## config.mk

```make
export PLATFORM = sky130hd
export DESIGN_NAME = spi_mem_ctrl_flat
export DESIGN_NICKNAME = d
export VERILOG_FILES = /design/src/rtl/spi_mem_ctrl_if.sv /design/src/rtl/spi_mem_ctrl.sv /design/src/flat_wrapper.sv
export SDC_FILE = /design/constraint.sdc
export NUM_CORES = 1
export LEC_CHECK = 0
export BUFFER_PORTS_ARGS = -buffer_cell sky130_fd_sc_hd__buf_2
export CAP_MARGIN = 10
export CORE_MARGIN = 2
export CORE_UTILIZATION = 55
export CTS_CLUSTER_DIAMETER = 80
export CTS_CLUSTER_SIZE = 30
export DETAILED_ROUTE_END_ITERATION = 12
export PLACE_DENSITY = 0.75
export SLEW_MARGIN = 20
export SYNTH_ARGS = -nofsm -noshare
export SYNTH_HDL_FRONTEND = slang
export SYNTH_SLANG_ARGS = --single-unit
```

## constraint.sdc

```tcl
create_clock -name clk -period 3.6 [get_ports clk]
set_clock_uncertainty 0.15 [all_clocks]
set_input_delay 0 -clock clk [delete_from_list [all_inputs] [get_ports clk]]
set_output_delay 0 -clock clk [all_outputs]
set_load 0.02 [all_outputs]
```

## src/rtl/spi_mem_ctrl_if.sv

```systemverilog
// Host-side word-transaction bus for spi_mem_ctrl.
//   req   : start one 16-bit transaction (master -> controller)
//   we    : 1 = write, 0 = read, sampled with req
//   addr  : 24-bit byte address, sampled with req
//   wdata : 16-bit write word, sampled with req
//   rdata : last word read from the serial RAM (controller -> master)
//   busy  : controller is not idle
//   done  : one-cycle completion pulse
interface spi_mem_ctrl_if;
  logic        req;
  logic        we;
  logic [23:0] addr;
  logic [15:0] wdata;
  logic [15:0] rdata;
  logic        busy;
  logic        done;

  modport master (
    output req,
    output we,
    output addr,
    output wdata,
    input  rdata,
    input  busy,
    input  done
  );

  modport slave (
    input  req,
    input  we,
    input  addr,
    input  wdata,
    output rdata,
    output busy,
    output done
  );
endinterface

```

## src/rtl/spi_mem_ctrl.sv

```systemverilog
// SPI serial-RAM word controller.
// Runs one 48-bit mode-0 SPI frame per accepted request:
//   8-bit opcode, 24-bit address, 16 data bits (MSB first, big-endian word).
// Each SPI bit spans two clk cycles (spi_clk low, then high); spi_mosi moves
// only on the edge that drives spi_clk low, and spi_miso is sampled there too.
// After the frame, chip select stays low for two cycles before the next frame.
// Ports:
//   clk, rst_n  : system clock (rising edge), asynchronous active-low reset
//   bus         : host bus (req/we/addr/wdata in, rdata/busy/done out)
//   spi_select  : chip select, active high
//   spi_clk     : SPI clock, idles low
//   spi_mosi    : serial data to the RAM
//   spi_miso    : serial data from the RAM
module spi_mem_ctrl #(
  parameter logic [7:0] CMD_READ  = 8'h03,
  parameter logic [7:0] CMD_WRITE = 8'h02
) (
  input  logic                 clk,
  input  logic                 rst_n,
  spi_mem_ctrl_if.slave        bus,
  output logic                 spi_select,
  output logic                 spi_clk,
  output logic                 spi_mosi,
  input  logic                 spi_miso
);

  typedef enum logic [2:0] {
    ST_IDLE,
    ST_CMD,
    ST_ADDR,
    ST_DATA,
    ST_DONE
  } state_e;

  // Bit counter values at the sample edge of the last bit of each field.
  localparam logic [5:0] LAST_CMD_BIT  = 6'd7;
  localparam logic [5:0] LAST_ADDR_BIT = 6'd31;
  localparam logic [5:0] LAST_DATA_BIT = 6'd47;
  localparam logic [5:0] GAP_LAST      = 6'd1;

  // Control state (reset)
  state_e      state_q, state_d;
  logic [5:0]  bit_cnt_q, bit_cnt_d;
  logic        sel_q, sel_d;
  logic        sclk_q, sclk_d;
  logic        mosi_q, mosi_d;
  logic        done_q, done_d;
  logic [15:0] rdata_q, rdata_d;

  // Datapath state (no reset; always loaded before use)
  logic        we_q, we_d;
  logic [46:0] tx_sr_q, tx_sr_d;
  logic [15:0] rx_sr_q, rx_sr_d;

  logic        accept;
  logic [7:0]  opcode;

  always_comb begin
    state_d   = state_q;
    bit_cnt_d = bit_cnt_q;
    sel_d     = sel_q;
    sclk_d    = 1'b0;
    mosi_d    = mosi_q;
    done_d    = 1'b0;
    rdata_d   = rdata_q;
    we_d      = we_q;
    tx_sr_d   = tx_sr_q;
    rx_sr_d   = rx_sr_q;
    accept    = 1'b0;
    opcode    = bus.we ? CMD_WRITE : CMD_READ;

    case (state_q)
      ST_IDLE: begin
        accept = bus.req;
      end

      ST_CMD, ST_ADDR, ST_DATA: begin
        if (!sclk_q) begin
          sclk_d = 1'b1;
        end else begin
          // spi_clk falls on this edge: sample miso, advance mosi.
          sclk_d    = 1'b0;
          bit_cnt_d = bit_cnt_q + 6'd1;
          if (state_q == ST_DATA) begin
            rx_sr_d = {rx_sr_q[14:0], spi_miso};
          end
          if (bit_cnt_q == LAST_DATA_BIT) begin
            state_d   = ST_DONE;
            sel_d     = 1'b0;
            mosi_d    = 1'b0;
            done_d    = 1'b1;
            bit_cnt_d = 6'd0;
            if (!we_q) begin
              rdata_d = {rx_sr_q[14:0], spi_miso};
            end
          end else begin
            mosi_d  = tx_sr_q[46];
            tx_sr_d = {tx_sr_q[45:0], 1'b0};
            if (bit_cnt_q == LAST_CMD_BIT) begin
              state_d = ST_ADDR;
            end else if (bit_cnt_q == LAST_ADDR_BIT) begin
              state_d = ST_DATA;
            end
          end
        end
      end

      ST_DONE: begin
        // Two-cycle deselect gap. The edge that ends the gap is also the
        // earliest acceptance edge, so held requests repeat every 98 cycles.
        if (bit_cnt_q == GAP_LAST) begin
          state_d = ST_IDLE;
          accept  = bus.req;
        end else begin
          bit_cnt_d = bit_cnt_q + 6'd1;
        end
      end

      default: begin
        state_d = ST_IDLE;
        sel_d   = 1'b0;
        mosi_d  = 1'b0;
      end
    endcase

    if (accept) begin
      state_d   = ST_CMD;
      we_d      = bus.we;
      bit_cnt_d = 6'd0;
      sel_d     = 1'b1;
      sclk_d    = 1'b0;
      mosi_d    = opcode[7];
      // Remaining 47 frame bits; read frames shift out zeros in DATA.
      tx_sr_d   = {opcode[6:0], bus.addr, (bus.we ? bus.wdata : 16'h0000)};
    end
  end

  always_ff @(posedge clk or negedge rst_n) begin
    if (!rst_n) begin
      state_q   <= ST_IDLE;
      bit_cnt_q <= 6'd0;
      sel_q     <= 1'b0;
      sclk_q    <= 1'b0;
      mosi_q    <= 1'b0;
      done_q    <= 1'b0;
      rdata_q   <= 16'h0000;
    end else begin
      state_q   <= state_d;
      bit_cnt_q <= bit_cnt_d;
      sel_q     <= sel_d;
      sclk_q    <= sclk_d;
      mosi_q    <= mosi_d;
      done_q    <= done_d;
      rdata_q   <= rdata_d;
    end
  end

  always_ff @(posedge clk) begin
    we_q    <= we_d;
    tx_sr_q <= tx_sr_d;
    rx_sr_q <= rx_sr_d;
  end

  assign spi_select = sel_q;
  assign spi_clk    = sclk_q;
  assign spi_mosi   = mosi_q;
  assign bus.rdata  = rdata_q;
  assign bus.done   = done_q;
  assign bus.busy   = (state_q != ST_IDLE);

endmodule

```

## src/flat_wrapper.sv

```systemverilog
// flat-port wrapper written by rule: the top's interface ports become plain ports
module spi_mem_ctrl_flat 
#(
  parameter logic [7:0] CMD_READ  = 8'h03,
  parameter logic [7:0] CMD_WRITE = 8'h02
)
  (clk, rst_n, spi_select, spi_clk, spi_mosi, spi_miso, bus_req, bus_we, bus_addr, bus_wdata, bus_rdata, bus_busy, bus_done);
  spi_mem_ctrl_if bus_i ();
  input  logic clk;
  input  logic rst_n;
  output logic spi_select;
  output logic spi_clk;
  output logic spi_mosi;
  input  logic spi_miso;
  input wire logic [$bits(bus_i.req)-1:0] bus_req;
  input wire logic [$bits(bus_i.we)-1:0] bus_we;
  input wire logic [$bits(bus_i.addr)-1:0] bus_addr;
  input wire logic [$bits(bus_i.wdata)-1:0] bus_wdata;
  output wire logic [$bits(bus_i.rdata)-1:0] bus_rdata;
  output wire logic [$bits(bus_i.busy)-1:0] bus_busy;
  output wire logic [$bits(bus_i.done)-1:0] bus_done;
  assign bus_i.req = bus_req;
  assign bus_i.we = bus_we;
  assign bus_i.addr = bus_addr;
  assign bus_i.wdata = bus_wdata;
  assign bus_rdata = bus_i.rdata;
  assign bus_busy = bus_i.busy;
  assign bus_done = bus_i.done;
  spi_mem_ctrl #(.CMD_READ(CMD_READ), .CMD_WRITE(CMD_WRITE)) u_core (.clk(clk), .rst_n(rst_n), .bus(bus_i), .spi_select(spi_select), .spi_clk(spi_clk), .spi_mosi(spi_mosi), .spi_miso(spi_miso));
endmodule
```

Yosys cells after proc, flatten, opt, wreduce, memory -nomap -nowiden
Cells that the tools add are included.
{"block": "op_classes", "n_reduce_logical": 14, "n_addsub": 1, "n_shift": 0, "n_mux": 34, "mul": 0, "n_lt_le_gt_ge": 0, "bitwise": 1, "div_mod_pow": 0, "eq_ne": 16}
{"operator": "two-way mux 47 bit", "count": 4}
{"operator": "two-way mux 6 bit", "count": 4}
{"operator": "two-way mux 3 bit", "count": 6}
{"operator": "two-way mux 16 bit", "count": 1}
{"operator": "two-way mux 1 bit", "count": 14}
{"operator": "case mux 6 bit (2 select lines)", "count": 1}
{"operator": "AND reduction 3 bit", "count": 4}
{"operator": "!= test 3 x 1 -> 1 bit, second input constant", "count": 3}
{"operator": "case mux 3 bit (3 select lines)", "count": 1}
{"operator": "AND reduction 4 bit", "count": 2}
{"operator": "adder 6 x 1 -> 6 bit, second input constant", "count": 1}
{"operator": "equality test 3 x 2 -> 1 bit, second input constant", "count": 2}
{"operator": "equality test 6 x 1 -> 1 bit, second input constant", "count": 1}
{"operator": "equality test 6 x 3 -> 1 bit, second input constant", "count": 1}
{"operator": "equality test 6 x 5 -> 1 bit, second input constant", "count": 1}
{"operator": "equality test 6 bit, second input constant", "count": 1}
{"operator": "!= test 2 x 1 -> 1 bit, second input constant", "count": 3}
{"operator": "case mux 1 bit (2 select lines)", "count": 3}
{"operator": "nonzero test 3 bit", "count": 2}
{"operator": "!= test 5 x 1 -> 1 bit, second input constant", "count": 1}
{"operator": "nonzero test 2 bit", "count": 2}
{"operator": "equality test 3 x 1 -> 1 bit, second input constant", "count": 1}
{"operator": "equality test 3 bit, second input constant", "count": 1}
{"operator": "logical NOT 3 bit", "count": 1}
{"operator": "5 further kinds", "count": 5}
{"block": "totals", "regBits": 92, "n_memories": 0, "ramBits": 0, "latch_bits": 0, "wordCells": 76, "output_inout_bits": 21, "inputBits": 45, "romBits": 0}

Longest topological paths before layout
Gate-level depths: netlist of the first run.
{"block": "logic_depth", "ltp_word": 7, "mapped_depth": 9, "depth_no_buf": 7}

Least setup slack after synthesis of the first run
No wires, ideal clock.
{"block": "synth_path", "path_type": "register -> register", "start": "register u_core.bit_cnt_q[0]", "end": "register u_core.tx_sr_q[0] (enable)", "path_buffers": 1, "stages_incl_launch_ff": 6, "slack_ns": 0.720, "setup_ns": 0.576, "t_required_ns": 2.874, "synth_period_minus_slack_ns": 2.880, "arrival_time_ns": 2.154, "path_cell_list": "dfrtp_1 -> ha_1 -> nor4b_1 -> a21oi_2 -> clkbuf_1 -> nand2_1"}
{"block": "synth_between", "elab_chain_len": 5, "word_cells_on_any_way": 8, "classes_between": "3 x eq/ne; 2 x mux; 3 x reduce/logical"}
{"element": "from (decl)", "line_no": "spi_mem_ctrl.sv:43", "source": "logic [5:0] bit_cnt_q, bit_cnt_d;"}
{"element": "from (signal assigned)", "line_no": "spi_mem_ctrl.sv:149", "source": "bit_cnt_q <= bit_cnt_d;"}
{"element": "equality test 6 x 1 -> 1 bit", "line_no": "spi_mem_ctrl.sv:111", "source": "if (bit_cnt_q == GAP_LAST) begin"}
{"element": "two-way mux 1 bit", "line_no": "spi_mem_ctrl.sv:111"}
{"element": "case mux 1 bit (2 select lines)", "line_no": "spi_mem_ctrl.sv:72", "source": "case (state_q)"}
{"element": "!= test 2 x 1 -> 1 bit (no line) / nonzero test 2 bit (equally long branches)"}
{"element": "AND reduction 3 bit (no line) *"}
{"element": "to (signal assigned)", "line_no": "spi_mem_ctrl.sv:160", "source": "tx_sr_q <= tx_sr_d;"}
{"element": "to (decl)", "line_no": "spi_mem_ctrl.sv:52", "source": "logic [46:0] tx_sr_q, tx_sr_d;"}
Mark *: on every way between the ends. The rest lies on a longest branch, timed or not.
A chain may end at the register's enable or synchronous reset.

Worst setup path in the final report of the first run
{"block": "layout_path", "start": "register u_core.bit_cnt_q[1]", "end": "register u_core.tx_sr_q[14] (data pin)"}
{"block": "layout_between", "elab_chain_len": 4}
{"element": "equality test 6 x 1 -> 1 bit", "line_no": "spi_mem_ctrl.sv:111"}
{"element": "two-way mux 1 bit", "line_no": "spi_mem_ctrl.sv:111"}
{"element": "case mux 1 bit (2 select lines)", "line_no": "spi_mem_ctrl.sv:72"}
{"element": "two-way mux 47 bit", "line_no": "spi_mem_ctrl.sv:126", "source": "if (accept) begin"}
{"element": "named net u_core.tx_sr_d[14]", "line_no": "spi_mem_ctrl.sv:52"}
The timed path passes the listed nets, and every way through them passes these cells.

==> results by group, run 1 <==
Layout
  • Net count reported at finish: between 400 and 500
  • Number of antenna diodes: 0
  • Layout cell share with drive strength beyond 1: 0.2535
  • Core Util, Final: 0.7182
  • Synth-to-layout area growth: 26.01%
  • Final non-filler cell area: 4880 um2

Worst setup path
  • Endpoint arrival time on the critical path: approximately 2700 ps
  • Sort of element at the start of the critical path: flop
  • Delay of the slowest critical-path stage: 460 ps
  • Required time of the worst setup path: around 3700 ps
  • Critical path fanouts, max: 28
  • Worst-path cell chain: inv_1 > ha_1 > nor4b_1 > a21oi_4 > inv_2 > buf_4 > nand3_1 > nand2_1
  • Critical path class: flop to flop
  • Slowest-stage cell, CP: nor4b_1
  • Element type at the critical path end: flop

CTS
  • Num CTS Buffers: 9
  • Reg clk slew, reported paths: about 100 ps
  • Clock Latency Late Sink: roughly 360 ps
  • TritonCTS clock tree: built
  • Maximum clock path buffer count: 2
  • Count of clock tree sinks: a little over 90
  • H-tree levels: 3
  • Clock tree root driver cell: clkbuf_8
  • Total of cells resized after clock tree synthesis: 0

Logic synthesis
  • Warnings from Yosys: 0
  • Number of distinct library cells after synthesis: between 40 and 50
  • Async SR Flop Fraction: 0.3152
  • Synthesized instance count: 317
  • Post-synth EDFFs: 63
  • Top_reg_cell synth: edfxtp_1
  • Nets in the synthesized netlist: between 300 and 400
  • Syn Std Cell Area: 3872 um2
  • Sequential area share after synthesis: 0.6759
  • Mean post-synth cell area: 12.22 um2
  • Number of synthesized register bits: slightly above 90

Hold path
  • Min-delay worst type: input port to async pin

Power
  • Power per standard cell area: 733.6 nW/um2
  • Largest voltage drop on the vdd net: 385.6 uV
  • Leakage power: 2.205 nW
  • Total power: ~3.6 mW

Drt
  • Total via count after detailed routing: roughly 2800
  • Wire length per cell after detailed routing: 15.62 um
  • TritonRoute pass-1 iters: 4
  • Number of DRC violations after detailed-routing iteration 0: 200
  • Final wirelength: between 8000 and 9000 um
  • DR DRC count: 0
  • Vias per std cell: between 5 and 6
  • Count of nets left with antenna violations after detail routing: 0

STA
  • Period utilisation layout: 0.7284
  • Final setup viols: 0
  • Minimum clock period: between 2000 and 3000 ps
  • Smallest setup slack after layout: around 980 ps
  • Upper clock frequency limit: 381.3 MHz
  • Aggregate negative setup slack: 0 ps
  • Final Hold Vio Count: 0
  • RSZ-0062 raised after global routing: false
  • Worst Max-Slew Pin Slew: 797.4 ps
  • Slew HR: 0.4679
  • Pins Over Slew Limit: 0

GRT
  • Overall track demand over capacity in global routing: 0.2255
  • Initial antenna violation count: 0
  • Via count of the first global-routing pass: approximately 2800
  • Largest net degree at the start of global routing: 48
  • Global-route wire length before repair: 13150 um
  • Total overflow reported by the global router: 0

Placement
  • Count of input and output buffers: 65
  • Placed Area: roughly 4300 um2
  • Worst setup slack before clock tree synthesis: around 1100 ps
  • Placer congestion estimate: about 0.8
  • Placed wire-length estimate after detailed placement: 4411 um

Job
  • Max-cap check violation count: 0

Outcome
  • Outcome: finished clean

Floorplan
  • Number of primary I/O pins: 66
  • Initial Utilization: 0.5700
  • Die area: 7728 um2
  • DIE HEIGHT: 87.91 um
  • Number of placement rows: 30
  • Die outline width: between 80 and 90 um
  • Core box area: ~6800 um2
==> final timing paths <==
| path | from | end | slack (ps) | depth (start not counted) |
|---|---|---|---|---|
| min in group clk | spi_miso | u_core.rx_sr_q[0]$_DFFE_PP_ | 230 | 2 |
| setup reg to reg | u_core.bit_cnt_q[1]$_DFFE_PN0P_ | u_core.tx_sr_q[14]$_DFFE_PP_ | 980 | 8 |
| hold / removal | rst_n | u_core.bit_cnt_q[4]$_DFFE_PN0P_ | 50 | 2 |
| max in group asynchronous | rst_n | u_core.bus.rdata[9]$_DFFE_PN0P_ | 2810 | 2 |
| hold reg to reg | u_core.rx_sr_q[9]$_DFFE_PP_ | u_core.rx_sr_q[10]$_DFFE_PP_ | 300 | 0 |
| setup / recovery | u_core.bit_cnt_q[1]$_DFFE_PN0P_ | u_core.tx_sr_q[14]$_DFFE_PP_ | 980 | 8 |
==> sequential cells by signal (all words and copies together), names as in the netlist <==
name	count
u_core.bit_cnt_q	6
u_core.bus.done	1
u_core.bus.rdata	16
u_core.rx_sr_q	15
u_core.spi_clk	1
u_core.spi_mosi	1
u_core.spi_select	1
u_core.state_q	3
u_core.tx_sr_q	47
u_core.we_q	1
==> layout make-up <==
cell class / count / area (um2)
well taps: 96 / 120.1
fillers: 472 / 1914
clock inverters: 5 / 36.28
multi-input cells: 205 / 1170
inverters: 5 / 18.77
repair buffers: 112 / 785.8
clock buffers: 11 / 131.4
flip-flops and latches: 92 / 2618
==> layer usage <==
layer,GRT usage,routed length [um],up-vias
met3,0.05749,433,14
li1,-,-,1325
met2,0.3788,4096,103
met4,0.08252,159,0
met5,0,0,-
met1,0.2847,3528,1346
==> where the power goes <==
part | leakage [nW] | internal [mW] | total (mW) | switching, mW
Combinational | 1.14 | 0.392 | 1.08 | 0.691
Clock | 0.0808 | 0.255 | 0.626 | 0.371
Sequential | 0.982 | 1.69 | 1.87 | 0.184
Total | 2.21 | 2.33 | 3.58 | 1.25
==> what timing repair did <==
item	in CTS	in global routing
hold endpoints to repair	73	0
hold buffers	43	0
buffers inserted	0	0
==> metrics by stage <==
stage | instances | hold WS [ps]
after floorplan | 317 | -445.6
after global placement | 467 | -84.79
after detailed placement | 467 | -75.52
after CTS | 526 | 75.08
after global routing | 526 | 116.3
final | 526 | 53.05
==> logic make-up (layout without fill, tap and decap cells) <==
family | count (synthesis) | count (layout) | share of synthesized area
DFF | 92 | 92 | 0.6759
AOI/OAI and AO/OA | 21 | 21 | 0.05331
adders and majority gates | 2 | 2 | 0.006461
and+or+nand+nor | 164 | 164 | 0.1877
buffers and inverters | 20 | 133 | 0.02455
muxes | 18 | 18 | 0.05202
==> critical path: cells and delay by family, from the launching register on <==
| kind | cells | cell delay, ps |
|---|---|---|
| AOI/OAI and AO/OA | 1 | 240 |
| adders and majority gates | 1 | 140 |
| buffers and inverters | 3 | 800 |
| DFF | 1 | 420 |
| and+or+nand+nor | 3 | 710 |
==> cell usage after synthesis (all sizes together) (2+ instances only) <==
cell     instances  area [um2]
nand2          112       420.4
edfxtp          63        1892
dfrtp           29       725.7
nand3           18       90.09
mux2            17       191.4
buf              9       53.80
and2             6       37.54
clkbuf           6       22.52
and3             5       31.28
inv              5       18.76
nor3             5       25.02
nor2             4       17.52
a21oi            3       18.77
nor2b            3       18.77
nor4b            3       26.28
a211o            2       17.52
a211oi           2       20.02
a221o            2       20.02
ha               2       25.02
o21ai            2       10.01
o2bb2ai          2       17.52
o31ai            2       15.01
==> placed cells by master (no fill, tap or decap), types with 2 or more instances in the layout <==
master         count
o31ai_1            2
buf_4              4
buf_2             65
nand2_1          111
o2bb2ai_1          2
clkinvlp_4         2
dfrtp_1           29
mux2_2            17
o21ai_0            2
edfxtp_1          63
inv_1              4
a21oi_1            2
and3_1             5
nand3_1           18
nor3_1             5
a211o_1            2
nor2b_1            3
dlygate4sd3_1     43
ha_1               2
and2_1             6
a221o_1            2
inv_4              2
clkbuf_8           9
nor4b_1            3
nor2_1             3
clkbuf_1           2
Power figures use the tool's default switching activity.
==> run 2: changes to the inputs <==
CORE_UTILIZATION = 50   (was 55)
PLACE_DENSITY = 0.72   (was 0.75)
clock period = 2.3 ns   (was 3.6 ns; I/O delays follow)
==> run 2 against run 1 <==
Against the previous run: final cell count up 3.6%; combinational power up 81%; setup slack worse by 830 ps; via count down 1.3%; fmax up 22%; sequential cell count unchanged; core utilization down 4.5 points; sequential share of layout area down 2.5 points; die area up 9.5%; first-iteration DRC count up 28%; register-to-register slack worse by 830 ps.
==> results by group, run 2 (synthesized netlist as in run 1, its figures left out) <==
STA
  • Slew HR: 0.5578 (was 0.4679)
  • Upper clock frequency limit: 464.5 MHz (was 381.3 MHz)
  • Aggregate negative setup slack: 0 ps (unchanged)
  • Worst Max-Slew Pin Slew: 663.3 ps (was 797.4 ps)
  • Final setup viols: 0 (unchanged)
  • Final Hold Vio Count: 0 (unchanged)
  • Period utilisation layout: 0.9360 (was 0.7284)
  • Minimum clock period: 2153 ps (was 2622 ps)
  • Smallest setup slack after layout: 147.2 ps (was 977.6 ps)
  • RSZ-0062 raised after global routing: false (unchanged)
  • Pins Over Slew Limit: 0 (unchanged)

Worst setup path
  • Required time of the worst setup path: 2400 ps (was 3670 ps)
  • Sort of element at the start of the critical path: flop (unchanged)
  • Endpoint arrival time on the critical path: 2250 ps (was 2690 ps)
  • Worst reg2reg path startpoint: u_core.bit_cnt_q[1]$_DFFE_PN0P_ (unchanged)
  • Count of cells along the worst register-to-register path: 6 (was 8)
  • Element type at the critical path end: flop (unchanged)
  • Critical path class: flop to flop (unchanged)
  • Internal reg-to-reg setup slack: 150 ps (was 980 ps)
  • RR Endpoint: u_core.bit_cnt_q[5]$_DFFE_PN0P_ (was u_core.tx_sr_q[14]$_DFFE_PP_)
  • Critical path fanouts, max: 9 (was 28)

CTS
  • Clock Latency Late Sink: 360 ps (about the same)
  • TritonCTS clock tree: built (unchanged)
  • Maximum clock path buffer count: 2 (unchanged)
  • Num CTS Buffers: 9 (unchanged)
  • H-tree levels: 3 (unchanged)
  • Reg clk slew, reported paths: 100 ps (about the same)
  • Count of clock tree sinks: 92 (unchanged)
  • Clock tree root driver cell: clkbuf_8 (unchanged)

Drt
  • TritonRoute pass-1 iters: 5 (was 4)
  • Wire length per cell after detailed routing: 14.50 um (was 15.62 um)
  • DR DRC count: 0 (unchanged)
  • Total via count after detailed routing: 2753 (was 2788)
  • Vias per std cell: 5.051 (was 5.300)
  • Final wirelength: 7900 um (was 8218 um)
  • Number of DRC violations after detailed-routing iteration 0: 255 (was 200)
  • Count of nets left with antenna violations after detail routing: 0 (unchanged)

Floorplan
  • Initial Utilization: 0.5090 (was 0.5700)
  • Core box area: 7607 um2 (was 6794 um2)
  • DIE HEIGHT: 92.01 um (was 87.91 um)
  • Number of placement rows: 32 (was 30)
  • Die area: 8465 um2 (was 7728 um2)
  • Number of primary I/O pins: 66 (unchanged)
  • Die outline width: 92.01 um (was 87.91 um)

Power
  • Leakage power: 2.328 nW (was 2.205 nW)
  • Power per standard cell area: 1179 nW/um2 (was 733.6 nW/um2)
  • Total power: 6.035 mW (was 3.580 mW)
  • Largest voltage drop on the vdd net: 604.6 uV (was 385.6 uV)

Layout
  • Net count reported at finish: 485 (was 472)
  • Register bank with the most flops: u_core.tx_sr_q (unchanged)
  • Number of flip-flops in the largest register: 47 (unchanged)
  • Synth-to-layout area growth: 32.21% (was 26.01%)
  • Most frequent cells in the layout: nand2_1, buf_2, edfxtp_1, dlygate4sd3_1, dfrtp_1 (unchanged)
  • Final non-filler cell area: 5120 um2 (was 4880 um2)
  • Number of antenna diodes: 0 (unchanged)
  • Layout cell share with drive strength beyond 1: 0.2822 (was 0.2535)
  • Most common cell after layout, fill and taps aside: nand2_1 (unchanged)

GRT
  • Total overflow reported by the global router: 0 (unchanged)
  • Via count of the first global-routing pass: 2820 (was 2807)
  • Global-route wire length before repair: 13330 um (was 13150 um)
  • Overall track demand over capacity in global routing: 0.2008 (was 0.2255)
  • Largest net degree at the start of global routing: 49 (was 48)
  • Initial antenna violation count: 0 (unchanged)

Job
  • Max-cap check violation count: 0 (unchanged)

Hold path
  • Min-delay worst type: input port to async pin (unchanged)

Placement
  • Count of input and output buffers: 65 (unchanged)
  • Placed wire-length estimate after detailed placement: 4655 um (was 4411 um)
  • Placed Area: 4437 um2 (was 4282 um2)
  • Worst setup slack before clock tree synthesis: 106.0 ps (was 1083 ps)
  • Placer congestion estimate: 0.7386 (was 0.8106)

Outcome
  • Outcome: finished clean (unchanged)
## run 2: worst max-delay path, stage by stage (launching register included)
cell and delay [ps]:
dfrtp_1 420, inv_1 70, ha_1 140, or4b_4 480
o211ai_4 310, a211oi_2 160, a221o_1 320
## run 2: worst max path at each step
stage	from	endpoint	slack, ps	depth (start not counted)
6_report	u_core.bit_cnt_q[1]$_DFFE_PN0P_	u_core.bit_cnt_q[5]$_DFFE_PN0P_	150	6
4_1_cts	u_core.bit_cnt_q[1]$_DFFE_PN0P_	u_core.bit_cnt_q[4]$_DFFE_PN0P_	70	7
2_1_floorplan	u_core.bit_cnt_q[0]$_DFFE_PN0P_	u_core.tx_sr_q[0]$_SDFFCE_PN0P_	70	5
3_5_place_dp	u_core.bit_cnt_q[1]$_DFFE_PN0P_	u_core.bit_cnt_q[4]$_DFFE_PN0P_	110	7
5_1_grt	u_core.bit_cnt_q[1]$_DFFE_PN0P_	u_core.bit_cnt_q[3]$_DFFE_PN0P_	20	6
3_3_place_gp	u_core.bit_cnt_q[1]$_DFFE_PN0P_	u_core.bit_cnt_q[4]$_DFFE_PN0P_	170	7
## run 2: area by class of cell
cell class / instances / area [um2]
Tap cell: 102 / 127.6
Timing Repair Buffer: 125 / 958.4
Multi-Input combinational cell: 205 / 1181
Sequential cell: 92 / 2618
Clock buffer: 9 / 123.9
Fill cell: 571 / 2487
Clock inverter: 7 / 92.59
Inverter: 5 / 18.77
## run 2: power breakdown
group	internal, mW	switching, mW	total (mW)
clock network	0.533	0.625	1.16
logic	0.848	1.11	1.96
registers	2.63	0.283	2.92
total	4.01	2.02	6.04
## run 2: repair_timing
| item | in CTS | in global routing |
|---|---|---|
| setup buffers | 0 | 4 |
| hold buffers | 43 | 0 |
| endpoints found under the setup margin | 0 | 65 |
| endpoints found under the hold margin | 72 | 0 |
| resized for setup | 0 | 1 |
## run 2: routing by layer
layer / track usage / wire, um / part of all wire / vias to the layer above
met3: 0.05012 / 382 / 0.048 / 7
li1: - / - / - / 1362
met2: 0.3413 / 3998 / 0.51 / 77
met1: 0.2627 / 3467 / 0.44 / 1307
met4: 0.04478 / 51 / 0.0065 / 0
met5: 0 / 0 / 0 / -
## run 2: per-stage QoR
step	util	cells	hold slack, ps
after floorplan	-	317	-445.6
after global placement	0.5832	482	-81.46
after detailed placement	0.5832	482	-67.00
after CTS	0.6683	541	74.66
after global routing	0.6730	545	89.16
final	0.6730	545	52.44
==> run 3: changes to the inputs <==
CELL_PAD_IN_SITES_DETAIL_PLACEMENT = 1   (was default)
CELL_PAD_IN_SITES_GLOBAL_PLACEMENT = 1   (was default)
CORE_UTILIZATION = 42   (was 50)
CTS_BUF_LIST = sky130_fd_sc_hd__clkbuf_8   (was default)
PLACE_DENSITY = 0.75   (was 0.72)
==> run 3 against run 2 <==
Against the previous run: critical path depth is the same; sequential cell count unchanged; largest power group unchanged; first-iteration DRC count fell by 75%; final cell count up 1.5%; count of clock-buffer cells in the layout did not move; non-clock buffer count decreased by 1; highest routed layer unchanged; critical endpoint unchanged; global-route usage grew 0.30 points; largest cell class unchanged; clock power shrank 7%; setup slack better by 9.1 ps.
==> results by group, run 3 (synthesized netlist as in run 1, its figures left out) <==
Drt
  • Vias per std cell: 5.081 (was 5.051)
  • Count of nets left with antenna violations after detail routing: 0 (unchanged)
  • DR DRC count: 0 (unchanged)
  • Number of DRC violations after detailed-routing iteration 0: 65 (was 255)
  • Final wirelength: 9547 um (was 7900 um)
  • Total via count after detailed routing: 2810 (was 2753)
  • TritonRoute pass-1 iters: 4 (was 5)
  • Wire length per cell after detailed routing: 17.26 um (was 14.50 um)

GRT
  • Overall track demand over capacity in global routing: 0.2038 (was 0.2008)
  • Via count of the first global-routing pass: 3101 (was 2820)
  • Total overflow reported by the global router: 0 (unchanged)
  • Largest net degree at the start of global routing: 40 (was 49)
  • Initial antenna violation count: 0 (unchanged)
  • Global-route wire length before repair: 15680 um (was 13330 um)

Hold path
  • Min-delay worst type: input port to async pin (unchanged)

Power
  • Power per standard cell area: 1167 nW/um2 (was 1179 nW/um2)
  • Total net switching power: 2.102 mW (was 2.021 mW)
  • Leakage power: 2.303 nW (was 2.328 nW)
  • Largest voltage drop on the vdd net: 473.9 uV (was 604.6 uV)
  • Share of total power in combinational logic: 0.330 (was 0.325)
  • Switch share: 0.3542 (was 0.3349)
  • Pint: 3.833 mW (was 4.014 mW)
  • Portion of total power attributed to the clock network: 0.182 (was 0.192)
  • Register share of total power: 0.488 (was 0.483)

Floorplan
  • Die outline width: 100.0 um (was 92.01 um)
  • DIE HEIGHT: 100.0 um (was 92.01 um)
  • Die area: 10000 um2 (was 8465 um2)
  • Core box area: 9109 um2 (was 7607 um2)
  • Number of primary I/O pins: 66 (unchanged)
  • Initial Utilization: 0.4251 (was 0.5090)
  • Number of placement rows: 35 (was 32)

CTS
  • Clock tree root driver cell: clkbuf_8 (unchanged)
  • Reg clk slew, reported paths: 100 ps (about the same)
  • Count of clock tree sinks: 92 (unchanged)
  • TritonCTS clock tree: built (unchanged)
  • Maximum clock path buffer count: 2 (unchanged)
  • Total setup buffers inserted after CTS: 0 (unchanged)
  • H-tree levels: 3 (unchanged)
  • Num CTS Buffers: 9 (unchanged)
  • Clock Latency Late Sink: 360 ps (about the same)

STA
  • Worst Max-Slew Pin Slew: 685.4 ps (was 663.3 ps)
  • Minimum clock period: 2144 ps (was 2153 ps)
  • Slew HR: 0.5431 (was 0.5578)
  • Final setup viols: 0 (unchanged)
  • Final Hold Vio Count: 0 (unchanged)
  • Aggregate negative setup slack: 0 ps (unchanged)
  • Upper clock frequency limit: 466.5 MHz (was 464.5 MHz)
  • Period utilisation layout: 0.9321 (was 0.9360)
  • Smallest setup slack after layout: 156.2 ps (was 147.2 ps)
  • RSZ-0062 raised after global routing: false (unchanged)
  • Pins Over Slew Limit: 0 (unchanged)

Worst setup path
  • RR Endpoint: u_core.bit_cnt_q[5]$_DFFE_PN0P_ (unchanged)
  • CP Launch Point: u_core.bit_cnt_q[1]$_DFFE_PN0P_ (unchanged)
  • Internal reg-to-reg setup slack: 160 ps (was 150 ps)
  • Required time of the worst setup path: 2400 ps (about the same)
  • Worst reg2reg path startpoint: u_core.bit_cnt_q[1]$_DFFE_PN0P_ (unchanged)
  • Slowest-stage cell, CP: or4b_4 (unchanged)
  • Critical path class: flop to flop (unchanged)
  • Worst-path cell chain: inv_1 > ha_1 > or4b_4 > o211ai_4 > a211oi_2 > a221o_1 (unchanged)
  • Delay of the slowest critical-path stage: 480 ps (about the same)
  • Element type at the critical path end: flop (unchanged)
  • Sort of element at the start of the critical path: flop (unchanged)
  • Endpoint arrival time on the critical path: 2240 ps (was 2250 ps)
  • Critical path fanouts, max: 7 (was 9)
  • Count of cells along the worst register-to-register path: 6 (unchanged)

Layout
  • Layout cell share with drive strength beyond 1: 0.2805 (was 0.2822)
  • Register bank with the most flops: u_core.tx_sr_q (unchanged)
  • Most frequent cells in the layout: nand2_1, buf_2, edfxtp_1, dlygate4sd3_1, dfrtp_1 (unchanged)
  • Number of flip-flops in the largest register: 47 (unchanged)
  • Most common cell after layout, fill and taps aside: nand2_1 (unchanged)
  • Net count reported at finish: 484 (was 485)
  • Synth-to-layout area growth: 31.31% (was 32.21%)
  • Number of antenna diodes: 0 (unchanged)
  • Fill cell instance count of the final layout: 980 (was 571)

Placement
  • Placed wire-length estimate after detailed placement: 5604 um (was 4655 um)
  • Count of input and output buffers: 65 (unchanged)
  • Worst setup slack before clock tree synthesis: 80.56 ps (was 106.0 ps)
  • Placer congestion estimate: 0.8303 (was 0.7386)

Outcome
  • Outcome: finished clean (unchanged)

Job
  • Max-cap check violation count: 0 (unchanged)
## run 3: cell types whose count changed in the layout (fill, tap and decap cells not counted)
cell | previous run | this run
buf_12 | 6 | 4
buf_4 | 11 | 12
bufinv_16 | 1 | 0
clkinv_4 | 1 | 2
clkinv_8 | 1 | 2
inv_4 | 1 | 0
inv_6 | 1 | 2
inv_8 | 2 | 1
## run 3: worst max path at each step
stage | end | slack, ps
global route | u_core.bus.rdata[7]$_DFFE_PN0P_ | 30
global placement | u_core.we_q$_DFFE_PN_ | 140
CTS | u_core.tx_sr_q[4]$_DFFE_PP_ | 30
floorplan | u_core.tx_sr_q[0]$_SDFFCE_PN0P_ | 70
finish | u_core.bit_cnt_q[5]$_DFFE_PN0P_ | 160
detailed placement | u_core.tx_sr_q[4]$_DFFE_PP_ | 80
## run 3: critical path: cells and delay by family (launching register included)
kind	cells	cell delay [ps]
buffers and inverters	1	70
DFF	1	430
AOI/OAI and AO/OA	3	760
adders and majority gates	1	150
and+or+nand+nor	1	480
## run 3: per-stage QoR
stage | hold WS, ps | cells | cell area [um2] | util | power (mW)
floorplan | -445.6 | 317 | 3880 | - | 4.084
global placement | -69.55 | 494 | 4446 | 0.4880 | 4.701
detailed placement | -53.85 | 494 | 4446 | 0.4880 | 4.816
CTS | 79.40 | 553 | 5079 | 0.5576 | 5.973
global route | 101.6 | 553 | 5085 | 0.5582 | 6.338
finish | 62.48 | 553 | 5085 | 0.5582 | 5.935
## run 3: layer usage
| layer | global-route usage | wire length [um] | up-vias |
|---|---|---|---|
| met1 | 0.2532 | 4098 | 1391 |
| met3 | 0.03273 | 321 | 7 |
| met5 | 0 | 0 | - |
| li1 | - | - | 1352 |
| met2 | 0.3675 | 5063 | 60 |
| met4 | 0.06006 | 63 | 0 |
## run 3: repair_timing
item	4_1_cts	5_1_grt
resized for setup	0	1
endpoints found under the hold margin	73	0
hold buffers	43	0
setup endpoints to repair	0	43
## run 3: power groups by stage
stage | Clock, mW | Sequential, mW | Combinational (mW)
after floorplan | 0 | 2.92 | 1.17
after global placement | 0 | 2.90 | 1.80
after detailed placement | 0 | 2.94 | 1.88
after CTS | 1.12 | 2.90 | 1.95
after global routing | 1.17 | 2.97 | 2.19
final | 1.08 | 2.90 | 1.96
## run 3: area by class of cell
type	instances	area [um2]	share of cell area
Timing Repair Buffer	124	925.9	0.1821
Sequential cell	92	2618	0.5148
Inverter	5	18.77	0.003691
Clock inverter	7	78.83	0.01550
Clock buffer	9	123.9	0.02436
Tap cell	111	138.9	0.02731
Multi-Input combinational cell	205	1181	0.2323
